[src/rtl/ahb_lite_cmd_master_if.sv]
`default_nettype none
// ============================================================================
//  Module   : ahb_lite_cmd_master_if
//  Purpose  : Bundles the command/response handshake and the AHB-Lite
//             master-side bus signals of ahb_lite_cmd_master.
//  Ports    : none (signals only). Modports:
//               master - view of the command master (drives the AHB address
//                        and data phase, consumes commands and HREADY/HRESP/
//                        HRDATA, produces responses).
//               slave  - opposite view, used by the command source, the
//                        response sink and the AHB slave side.
//  Revision : 1.0 - initial release
// ============================================================================
interface ahb_lite_cmd_master_if;

    // Command side
    logic        cmd_valid;
    logic        cmd_ready;
    logic        cmd_write;
    logic [31:0] cmd_addr;
    logic [1:0]  cmd_size;
    logic [31:0] cmd_wdata;

    // Response side
    logic        rsp_valid;
    logic [31:0] rsp_rdata;
    logic        rsp_err;

    // AHB-Lite master outputs
    logic [31:0] HADDR;
    logic [1:0]  HTRANS;
    logic        HWRITE;
    logic [2:0]  HSIZE;
    logic [2:0]  HBURST;
    logic [3:0]  HPROT;
    logic        HMASTLOCK;
    logic [31:0] HWDATA;

    // AHB-Lite master inputs
    logic        HREADY;
    logic        HRESP;
    logic [31:0] HRDATA;

    modport master (
        input  cmd_valid, cmd_write, cmd_addr, cmd_size, cmd_wdata,
        output cmd_ready,
        output rsp_valid, rsp_rdata, rsp_err,
        output HADDR, HTRANS, HWRITE, HSIZE, HBURST, HPROT, HMASTLOCK, HWDATA,
        input  HREADY, HRESP, HRDATA
    );

    modport slave (
        output cmd_valid, cmd_write, cmd_addr, cmd_size, cmd_wdata,
        input  cmd_ready,
        input  rsp_valid, rsp_rdata, rsp_err,
        input  HADDR, HTRANS, HWRITE, HSIZE, HBURST, HPROT, HMASTLOCK, HWDATA,
        output HREADY, HRESP, HRDATA
    );

endinterface : ahb_lite_cmd_master_if
`default_nettype wire

[src/rtl/ahb_lite_cmd_master.sv]
`default_nettype none
// ============================================================================
//  Module   : ahb_lite_cmd_master
//  Purpose  : Single-layer AHB-Lite initiator. Turns a valid/ready command
//             stream into pipelined NONSEQ SINGLE transfers (one per cycle,
//             overlapped address and data phases) and returns one response
//             pulse per command, in order. Handles write byte-lane
//             replication and read lane extraction.
//  Ports    : HCLK     - clock
//             HRESETn  - asynchronous active-low reset
//             bus      - ahb_lite_cmd_master_if.master:
//                          cmd_valid/cmd_ready/cmd_write/cmd_addr/cmd_size/
//                          cmd_wdata, rsp_valid/rsp_rdata/rsp_err,
//                          HADDR/HTRANS/HWRITE/HSIZE/HBURST/HPROT/HMASTLOCK/
//                          HWDATA (out), HREADY/HRESP/HRDATA (in)
//  Revision : 1.0 - initial release
// ============================================================================
module ahb_lite_cmd_master #(
    parameter logic [3:0] HPROT_VAL = 4'b0011
) (
    input  wire logic               HCLK,
    input  wire logic               HRESETn,
    ahb_lite_cmd_master_if.master   bus
);

    localparam logic [1:0] C_HTRANS_IDLE   = 2'b00;
    localparam logic [1:0] C_HTRANS_NONSEQ = 2'b10;
    localparam logic [1:0] C_SIZE_BYTE     = 2'd0;
    localparam logic [1:0] C_SIZE_HALF     = 2'd1;
    localparam logic [1:0] C_SIZE_WORD     = 2'd2;

    // ------------------------------------------------------------------
    // A-slot: address phase currently on the bus
    // ------------------------------------------------------------------
    logic        a_cmd_q,   a_cmd_d;     // slot holds an accepted command
    logic        a_bad_q,   a_bad_d;     // command is illegal, no bus access
    logic [31:0] haddr_q,   haddr_d;
    logic [1:0]  htrans_q,  htrans_d;
    logic        hwrite_q,  hwrite_d;
    logic [1:0]  hsize_q,   hsize_d;
    logic [31:0] a_wdata_q, a_wdata_d;   // right-justified, placed on A->D

    // ------------------------------------------------------------------
    // D-slot: data phase currently on the bus
    // ------------------------------------------------------------------
    logic        d_valid_q, d_valid_d;
    logic        d_write_q, d_write_d;
    logic [1:0]  d_size_q,  d_size_d;
    logic [1:0]  d_lane_q,  d_lane_d;    // addr[1:0] of the data phase
    logic        d_bad_q,   d_bad_d;
    logic [31:0] hwdata_q,  hwdata_d;

    // ------------------------------------------------------------------
    // Response register
    // ------------------------------------------------------------------
    logic        rsp_valid_q, rsp_valid_d;
    logic [31:0] rsp_rdata_q, rsp_rdata_d;
    logic        rsp_err_q,   rsp_err_d;

    // ------------------------------------------------------------------
    // Helpers
    // ------------------------------------------------------------------
    logic        w_cmd_illegal;
    logic [31:0] w_placed_wdata;
    logic [31:0] w_rd_shifted;
    logic [31:0] w_rd_extracted;

    // Size 3 is reserved; halfwords and words must be naturally aligned.
    always_comb begin
        w_cmd_illegal = 1'b0;
        case (bus.cmd_size)
            C_SIZE_BYTE: w_cmd_illegal = 1'b0;
            C_SIZE_HALF: w_cmd_illegal = bus.cmd_addr[0];
            C_SIZE_WORD: w_cmd_illegal = (bus.cmd_addr[1:0] != 2'b00);
            default:     w_cmd_illegal = 1'b1;
        endcase
    end

    // Replicating the datum across all lanes makes the correct lane carry it
    // whatever addr[1:0] is, so no address-dependent shift is needed.
    always_comb begin
        w_placed_wdata = a_wdata_q;
        case (hsize_q)
            C_SIZE_BYTE: w_placed_wdata = {4{a_wdata_q[7:0]}};
            C_SIZE_HALF: w_placed_wdata = {2{a_wdata_q[15:0]}};
            default:     w_placed_wdata = a_wdata_q;
        endcase
    end

    assign w_rd_shifted = bus.HRDATA >> {d_lane_q, 3'b000};

    always_comb begin
        w_rd_extracted = w_rd_shifted;
        case (d_size_q)
            C_SIZE_BYTE: w_rd_extracted = {24'd0, w_rd_shifted[7:0]};
            C_SIZE_HALF: w_rd_extracted = {16'd0, w_rd_shifted[15:0]};
            default:     w_rd_extracted = w_rd_shifted;
        endcase
    end

    // ------------------------------------------------------------------
    // Next-state logic. Nothing moves unless HREADY is high, which keeps
    // every address-phase output and HWDATA stable across wait states.
    // ------------------------------------------------------------------
    always_comb begin
        a_cmd_d     = a_cmd_q;
        a_bad_d     = a_bad_q;
        haddr_d     = haddr_q;
        htrans_d    = htrans_q;
        hwrite_d    = hwrite_q;
        hsize_d     = hsize_q;
        a_wdata_d   = a_wdata_q;
        d_valid_d   = d_valid_q;
        d_write_d   = d_write_q;
        d_size_d    = d_size_q;
        d_lane_d    = d_lane_q;
        d_bad_d     = d_bad_q;
        hwdata_d    = hwdata_q;
        rsp_valid_d = 1'b0;
        rsp_rdata_d = rsp_rdata_q;
        rsp_err_d   = rsp_err_q;

        if (bus.HREADY) begin
            // Data phase completes: emit its response.
            if (d_valid_q) begin
                rsp_valid_d = 1'b1;
                rsp_err_d   = bus.HRESP | d_bad_q;
                rsp_rdata_d = (d_write_q || d_bad_q) ? 32'd0 : w_rd_extracted;
            end

            // A -> D
            d_valid_d = a_cmd_q;
            if (a_cmd_q) begin
                d_write_d = hwrite_q;
                d_size_d  = hsize_q;
                d_lane_d  = haddr_q[1:0];
                d_bad_d   = a_bad_q;
                if (hwrite_q && !a_bad_q) begin
                    hwdata_d = w_placed_wdata;
                end
            end

            // Command -> A. An empty advance only drops HTRANS to IDLE and
            // leaves the remaining address-phase outputs untouched.
            a_cmd_d  = bus.cmd_valid;
            htrans_d = C_HTRANS_IDLE;
            if (bus.cmd_valid) begin
                a_bad_d   = w_cmd_illegal;
                haddr_d   = bus.cmd_addr;
                hwrite_d  = bus.cmd_write;
                hsize_d   = bus.cmd_size;
                a_wdata_d = bus.cmd_wdata;
                htrans_d  = w_cmd_illegal ? C_HTRANS_IDLE : C_HTRANS_NONSEQ;
            end
        end
    end

    // ------------------------------------------------------------------
    // State registers
    // ------------------------------------------------------------------
    always_ff @(posedge HCLK or negedge HRESETn) begin
        if (!HRESETn) begin
            a_cmd_q     <= 1'b0;
            a_bad_q     <= 1'b0;
            haddr_q     <= 32'd0;
            htrans_q    <= C_HTRANS_IDLE;
            hwrite_q    <= 1'b0;
            hsize_q     <= 2'd0;
            a_wdata_q   <= 32'd0;
            d_valid_q   <= 1'b0;
            d_write_q   <= 1'b0;
            d_size_q    <= 2'd0;
            d_lane_q    <= 2'd0;
            d_bad_q     <= 1'b0;
            hwdata_q    <= 32'd0;
            rsp_valid_q <= 1'b0;
            rsp_rdata_q <= 32'd0;
            rsp_err_q   <= 1'b0;
        end else begin
            a_cmd_q     <= a_cmd_d;
            a_bad_q     <= a_bad_d;
            haddr_q     <= haddr_d;
            htrans_q    <= htrans_d;
            hwrite_q    <= hwrite_d;
            hsize_q     <= hsize_d;
            a_wdata_q   <= a_wdata_d;
            d_valid_q   <= d_valid_d;
            d_write_q   <= d_write_d;
            d_size_q    <= d_size_d;
            d_lane_q    <= d_lane_d;
            d_bad_q     <= d_bad_d;
            hwdata_q    <= hwdata_d;
            rsp_valid_q <= rsp_valid_d;
            rsp_rdata_q <= rsp_rdata_d;
            rsp_err_q   <= rsp_err_d;
        end
    end

    // ------------------------------------------------------------------
    // Outputs
    // ------------------------------------------------------------------
    // Accepting exactly when the bus advances keeps the A-slot single-entry.
    assign bus.cmd_ready = bus.HREADY;

    assign bus.rsp_valid = rsp_valid_q;
    assign bus.rsp_rdata = rsp_rdata_q;
    assign bus.rsp_err   = rsp_err_q;

    assign bus.HADDR     = haddr_q;
    assign bus.HTRANS    = htrans_q;
    assign bus.HWRITE    = hwrite_q;
    assign bus.HSIZE     = {1'b0, hsize_q};
    assign bus.HBURST    = 3'b000;
    assign bus.HPROT     = HPROT_VAL;
    assign bus.HMASTLOCK = 1'b0;
    assign bus.HWDATA    = hwdata_q;

endmodule : ahb_lite_cmd_master
`default_nettype wire

[src/flat_wrapper.sv]
// flat-port wrapper written by rule: the top's interface ports become plain ports
module ahb_lite_cmd_master_flat 
#(
    parameter logic [3:0] HPROT_VAL = 4'b0011
)
  (HCLK, HRESETn, bus_cmd_valid, bus_cmd_write, bus_cmd_addr, bus_cmd_size, bus_cmd_wdata, bus_cmd_ready, bus_rsp_valid, bus_rsp_rdata, bus_rsp_err, bus_HADDR, bus_HTRANS, bus_HWRITE, bus_HSIZE, bus_HBURST, bus_HPROT, bus_HMASTLOCK, bus_HWDATA, bus_HREADY, bus_HRESP, bus_HRDATA);
  ahb_lite_cmd_master_if bus_i ();
  input  wire logic HCLK;
  input  wire logic HRESETn;
  input wire logic [$bits(bus_i.cmd_valid)-1:0] bus_cmd_valid;
  input wire logic [$bits(bus_i.cmd_write)-1:0] bus_cmd_write;
  input wire logic [$bits(bus_i.cmd_addr)-1:0] bus_cmd_addr;
  input wire logic [$bits(bus_i.cmd_size)-1:0] bus_cmd_size;
  input wire logic [$bits(bus_i.cmd_wdata)-1:0] bus_cmd_wdata;
  output wire logic [$bits(bus_i.cmd_ready)-1:0] bus_cmd_ready;
  output wire logic [$bits(bus_i.rsp_valid)-1:0] bus_rsp_valid;
  output wire logic [$bits(bus_i.rsp_rdata)-1:0] bus_rsp_rdata;
  output wire logic [$bits(bus_i.rsp_err)-1:0] bus_rsp_err;
  output wire logic [$bits(bus_i.HADDR)-1:0] bus_HADDR;
  output wire logic [$bits(bus_i.HTRANS)-1:0] bus_HTRANS;
  output wire logic [$bits(bus_i.HWRITE)-1:0] bus_HWRITE;
  output wire logic [$bits(bus_i.HSIZE)-1:0] bus_HSIZE;
  output wire logic [$bits(bus_i.HBURST)-1:0] bus_HBURST;
  output wire logic [$bits(bus_i.HPROT)-1:0] bus_HPROT;
  output wire logic [$bits(bus_i.HMASTLOCK)-1:0] bus_HMASTLOCK;
  output wire logic [$bits(bus_i.HWDATA)-1:0] bus_HWDATA;
  input wire logic [$bits(bus_i.HREADY)-1:0] bus_HREADY;
  input wire logic [$bits(bus_i.HRESP)-1:0] bus_HRESP;
  input wire logic [$bits(bus_i.HRDATA)-1:0] bus_HRDATA;
  assign bus_i.cmd_valid = bus_cmd_valid;
  assign bus_i.cmd_write = bus_cmd_write;
  assign bus_i.cmd_addr = bus_cmd_addr;
  assign bus_i.cmd_size = bus_cmd_size;
  assign bus_i.cmd_wdata = bus_cmd_wdata;
  assign bus_cmd_ready = bus_i.cmd_ready;
  assign bus_rsp_valid = bus_i.rsp_valid;
  assign bus_rsp_rdata = bus_i.rsp_rdata;
  assign bus_rsp_err = bus_i.rsp_err;
  assign bus_HADDR = bus_i.HADDR;
  assign bus_HTRANS = bus_i.HTRANS;
  assign bus_HWRITE = bus_i.HWRITE;
  assign bus_HSIZE = bus_i.HSIZE;
  assign bus_HBURST = bus_i.HBURST;
  assign bus_HPROT = bus_i.HPROT;
  assign bus_HMASTLOCK = bus_i.HMASTLOCK;
  assign bus_HWDATA = bus_i.HWDATA;
  assign bus_i.HREADY = bus_HREADY;
  assign bus_i.HRESP = bus_HRESP;
  assign bus_i.HRDATA = bus_HRDATA;
  ahb_lite_cmd_master #(.HPROT_VAL(HPROT_VAL)) u_core (.HCLK(HCLK), .HRESETn(HRESETn), .bus(bus_i));
endmodule
[config.mk]
export PLATFORM = sky130hd
export DESIGN_NAME = ahb_lite_cmd_master_flat
export DESIGN_NICKNAME = d
export VERILOG_FILES = /design/src/rtl/ahb_lite_cmd_master_if.sv /design/src/rtl/ahb_lite_cmd_master.sv /design/src/flat_wrapper.sv
export SDC_FILE = /design/constraint.sdc
export NUM_CORES = 1
export LEC_CHECK = 0
export BUFFER_PORTS_ARGS = -buffer_cell sky130_fd_sc_hd__buf_2
export CAP_MARGIN = 15
export CORE_MARGIN = 5
export CORE_UTILIZATION = 45
export DETAILED_ROUTE_END_ITERATION = 7
export PLACE_DENSITY = 0.78
export SLEW_MARGIN = 40
export SYNTH_ARGS = -nofsm -noshare
export SYNTH_HDL_FRONTEND = slang
export SYNTH_SLANG_ARGS = --single-unit
[constraint.sdc]
create_clock -name HCLK -period 1.6 [get_ports HCLK]
set_clock_uncertainty 0.15 [all_clocks]
set_input_delay 0.32 -clock HCLK [delete_from_list [all_inputs] [get_ports HCLK]]
set_output_delay 0.32 -clock HCLK [all_outputs]
set_load 0.05 [all_outputs]
==> key figures <==
Global route
  – Initial antenna violation count: 0
  – Vias in the first global route: 5182
  – Global-route wire length before repair: 27.1 mm
  – Gr usage total: 0.212
  – Grt ovf: 0
  – Largest net degree at the start of global routing: 51

Placement
  – Placed Area: 0.00748 mm2
  – Hpwl dp: 11.9 mm
  – Placed Cells incl. Taps: 828
  – GPL Wtd Cong: 0.894
  – Setup WS pre-CTS: 0.0159 ns
  – Port bufs: 206

Pwr
  – Worst VDD drop: 0.00140 V
  – Leakage: 4.37 nW
  – Pwr Density: 1640 mW/mm2

STA
  – Tcrit/Tclk final: 0.984
  – Final-report max-slew violation count: 0
  – Setup WS post-layout: 0.0249 ns
  – Max Fclk: 0.635 GHz
  – Unrepaired setup endpoints after global routing: no
  – Minimum clock period: 1.58 ns
  – Final hold viol count: 0
  – Total Negative Setup Slacks: 0 ns
  – Final setup violation count: 0

Layout
  – Design area: 0.00881 mm2
  – Final #Nets: 848
  – Share of cells above drive strength 1: 0.477
  – FF+latch area: 0.00358 mm2
  – Area of the multi-input gates: 0.00235 mm2
  – Area growth syn-to-layout: 42.8%
  – Final non-filler cell total: 933
  – Ant diodes: 0
  – Layout fillers: 973

Worst setup path
  – CP startpoint kind: flop
  – Critical Path RT: 1.75 ns
  – Setup CP Type: reg2reg
  – Setup crit end: u_core.bus.rsp_rdata[0]$_DFFE_PN0P_
  – Crit path DAT: 1.72 ns
  – Worst setup EP type: flop
  – Reg-to-reg endpoint: u_core.bus.rsp_rdata[0]$_DFFE_PN0P_
  – Worst Setup SP: u_core.d_lane_q[1]$_DFFE_PN0P_
  – Critical R2R Launch: u_core.d_lane_q[1]$_DFFE_PN0P_
  – Crit-path max FO: 14
  – Worst reg2reg path depth: 4
  – Setup slack, reg-to-reg: 0.02 ns

Drt
  – Initial DRC Count: 243
  – TritonRoute pass-1 iters: 5
  – Drt wl/cell: 18.5 um
  – Met2 wire length: 8.92 mm
  – Vias per inst: 5.21
  – Residual DRC count: 0
  – Uppermost layer routed: met4
  – Met3 wire length: 1.51 mm
  – WL met1: 6.30 mm
  – Vias: 4861
  – DRT antenna net count: 0
  – Total Wirelength: 17.2 mm

Floorplan
  – Full die area: 0.0161 mm2
  – Die height: 127 um
  – IO Pins: 217
  – Die X: 127 um
  – Core area: 0.0133 mm2
  – FP Rows: 42
  – Starting Density: 0.462

Synth
  – Area leader, netlist: dfrtp_1
  – Synth area leaders: dfrtp_1 (58%), mux2_2 (16%), mux2i_1 (6.5%), o21ai_0 (2.8%), nand2_1 (2.7%)
  – Area of the mapped netlist: 0.00617 mm2
  – Yosys top cell area share: 0.580
  – Top cells by count, synth: dfrtp_1 (143), mux2_2 (90), nand2_1 (44), mux2i_1 (40), o21ai_0 (34)
  – Yosys reg bits: 143
  – Ys flop type: dfrtp_1
  – Async set-reset flop share out of synthesis: 1.00
  – Yosys warns: 0
  – Cell variety after synth: 31
  – Synth Instances: 459
  – Top-count cell post-synth: dfrtp_1
  – Post-synthesis sequential area ratio: 0.580
  – Avg Inst Size Synth: 13.4 um2
  – Post-synth EDFFs: 0

Worst hold path
  – Hold Path Stages: 2
  – Hold crit path type: in2reg

Clocking
  – CTS sink count: 143
  – Clk root buf: clkbuf_16
  – Reg clk slew, reported paths: 0.06 ns
  – CTS tree: built
  – TritonCTS Buffers: 17
  – Insertion delay to the later sink of the worst-skew pair: 0.40 ns
  – Htree depth: 4
  – Clock Path Buffers: 2

Status
  – Status: finished, final reports clean

Run
  – Max cap viols: 0
[power breakdown]
group	internal, W	total, W	switching (W)
Sequential	0.00448	0.00508	0.000597
Combinational	0.00177	0.00562	0.00386
Clock	0.00217	0.00372	0.00155
[sequential cells by signal, indices dropped and copies added (netlist names)]
name and flops:
u_core.a_wdata_q 32, u_core.bus.HADDR 32, u_core.bus.HWDATA 32, u_core.bus.rsp_rdata 32
u_core.d_lane_q 2, u_core.d_size_q 2, u_core.hsize_q 2, u_core.a_bad_q 1
u_core.a_cmd_q 1, u_core.bus.HTRANS 1, u_core.bus.HWRITE 1, u_core.bus.rsp_err 1
u_core.bus.rsp_valid 1, u_core.d_bad_q 1, u_core.d_valid_q 1, u_core.d_write_q 1
[area by class of cell]
class / instances / area share
repair buffers: 298 / 0.235
well taps: 176 / 0.0250
multi-input cells: 280 / 0.267
inverters: 4 / 0.00170
clock buffers: 19 / 0.0492
flip-flops and latches: 143 / 0.407
clock inverters: 13 / 0.0145
[how the worst min path moves through the flow]
| stage | start | to | slack, ns |
|---|---|---|---|
| after floorplan | HRESETn | u_core.a_bad_q$_DFFE_PN0P_ | -0.13 |
| after global placement | HRESETn | u_core.bus.HADDR[22]$_DFFE_PN0P_ | 0.0003 |
| after detailed placement | HRESETn | u_core.bus.HADDR[22]$_DFFE_PN0P_ | 0.004 |
| after CTS | bus_cmd_addr[1] | u_core.bus.HADDR[1]$_DFFE_PN0P_ | 0.004 |
| after global routing | bus_cmd_addr[1] | u_core.bus.HADDR[1]$_DFFE_PN0P_ | 0.01 |
| final | bus_cmd_addr[1] | u_core.bus.HADDR[1]$_DFFE_PN0P_ | 0.03 |
[worst max-delay path, cell delays in order, from the launching register on]
cell and delay (ns):
dfrtp_2 0.43, buf_12 0.16, and2b_1 0.19, a211o_1 0.27, a32o_1 0.25
[metrics by stage]
stage	hold WS (ns)	utilization	total power (W)
after floorplan	-0.126	-	0.00898
after global placement	0.000285	0.560	0.0103
after detailed placement	0.00373	0.560	0.0105
after CTS	0.00376	0.655	0.0144
after global routing	0.0126	0.660	0.0151
final	0.0251	0.660	0.0144
[timing repair]
| action | in CTS | in global routing |
|---|---|---|
| hold buffers | 66 | 0 |
| resized for setup | 3 | 3 |
| endpoints found under the hold margin | 208 | 0 |
| pin swaps | 0 | 1 |
| endpoints found under the setup margin | 2 | 7 |
| buffers inserted | 4 | 2 |
| gates cloned | 0 | 1 |
[cell families (layout without fill, tap and decap cells)]
family,Yosys count,after routing,synth area share
buffers and inverters,44,334,0.0440
other,2,10,0.00122
AO/OA/AOI/OAI,78,78,0.0905
flip-flops,143,143,0.580
AND/OR/NAND/NOR,62,62,0.0548
multiplexers,130,130,0.229
[cells in the final DEF (no fill, tap or decap)]
cell type      synthesis  final
buf_4                 13     14
a32o_1                 8      8
nor4b_4                1      1
o21ai_0               34     34
nand2_1               44     43
nand4bb_4              1      1
nand2_4                0      1
o2bb2ai_1              8      8
clkbuf_1               6      2
dfrtp_1              143    140
buf_2                 17    202
conb_1                 2     10
nand4b_1               1      1
mux2i_1               40     40
buf_6                  1      2
nand3b_2               1      1
and2b_1                8      8
dfrtp_4                0      1
inv_1                  4      4
and4bb_2               1      1
clkinv_2               0      1
mux2_2                90     90
o22a_1                 1      1
bufinv_16              0      1
dlygate4sd3_1          0     66
clkbuf_16              0     18
a211o_1                8      8
dfrtp_2                0      2
clkinvlp_4             0      3
nor2_4                 1      1
buf_12                 1     12
o21ai_1                1      1
a22o_1                16     16
o21a_1                 1      1
clkinv_4               0      1
inv_6                  0      7
clkbuf_4               0      1
nor2_1                 3      3
o22ai_1                1      1
nor2b_1                1      1
[metal layers]
| layer | track usage | vias up |
|---|---|---|
| met5 | 0 | - |
| met4 | 0.0877 | 0 |
| met3 | 0.0668 | 36 |
| met2 | 0.374 | 245 |
| met1 | 0.239 | 2379 |
| li1 | - | 2201 |
(Power assumes the default switching activity.)
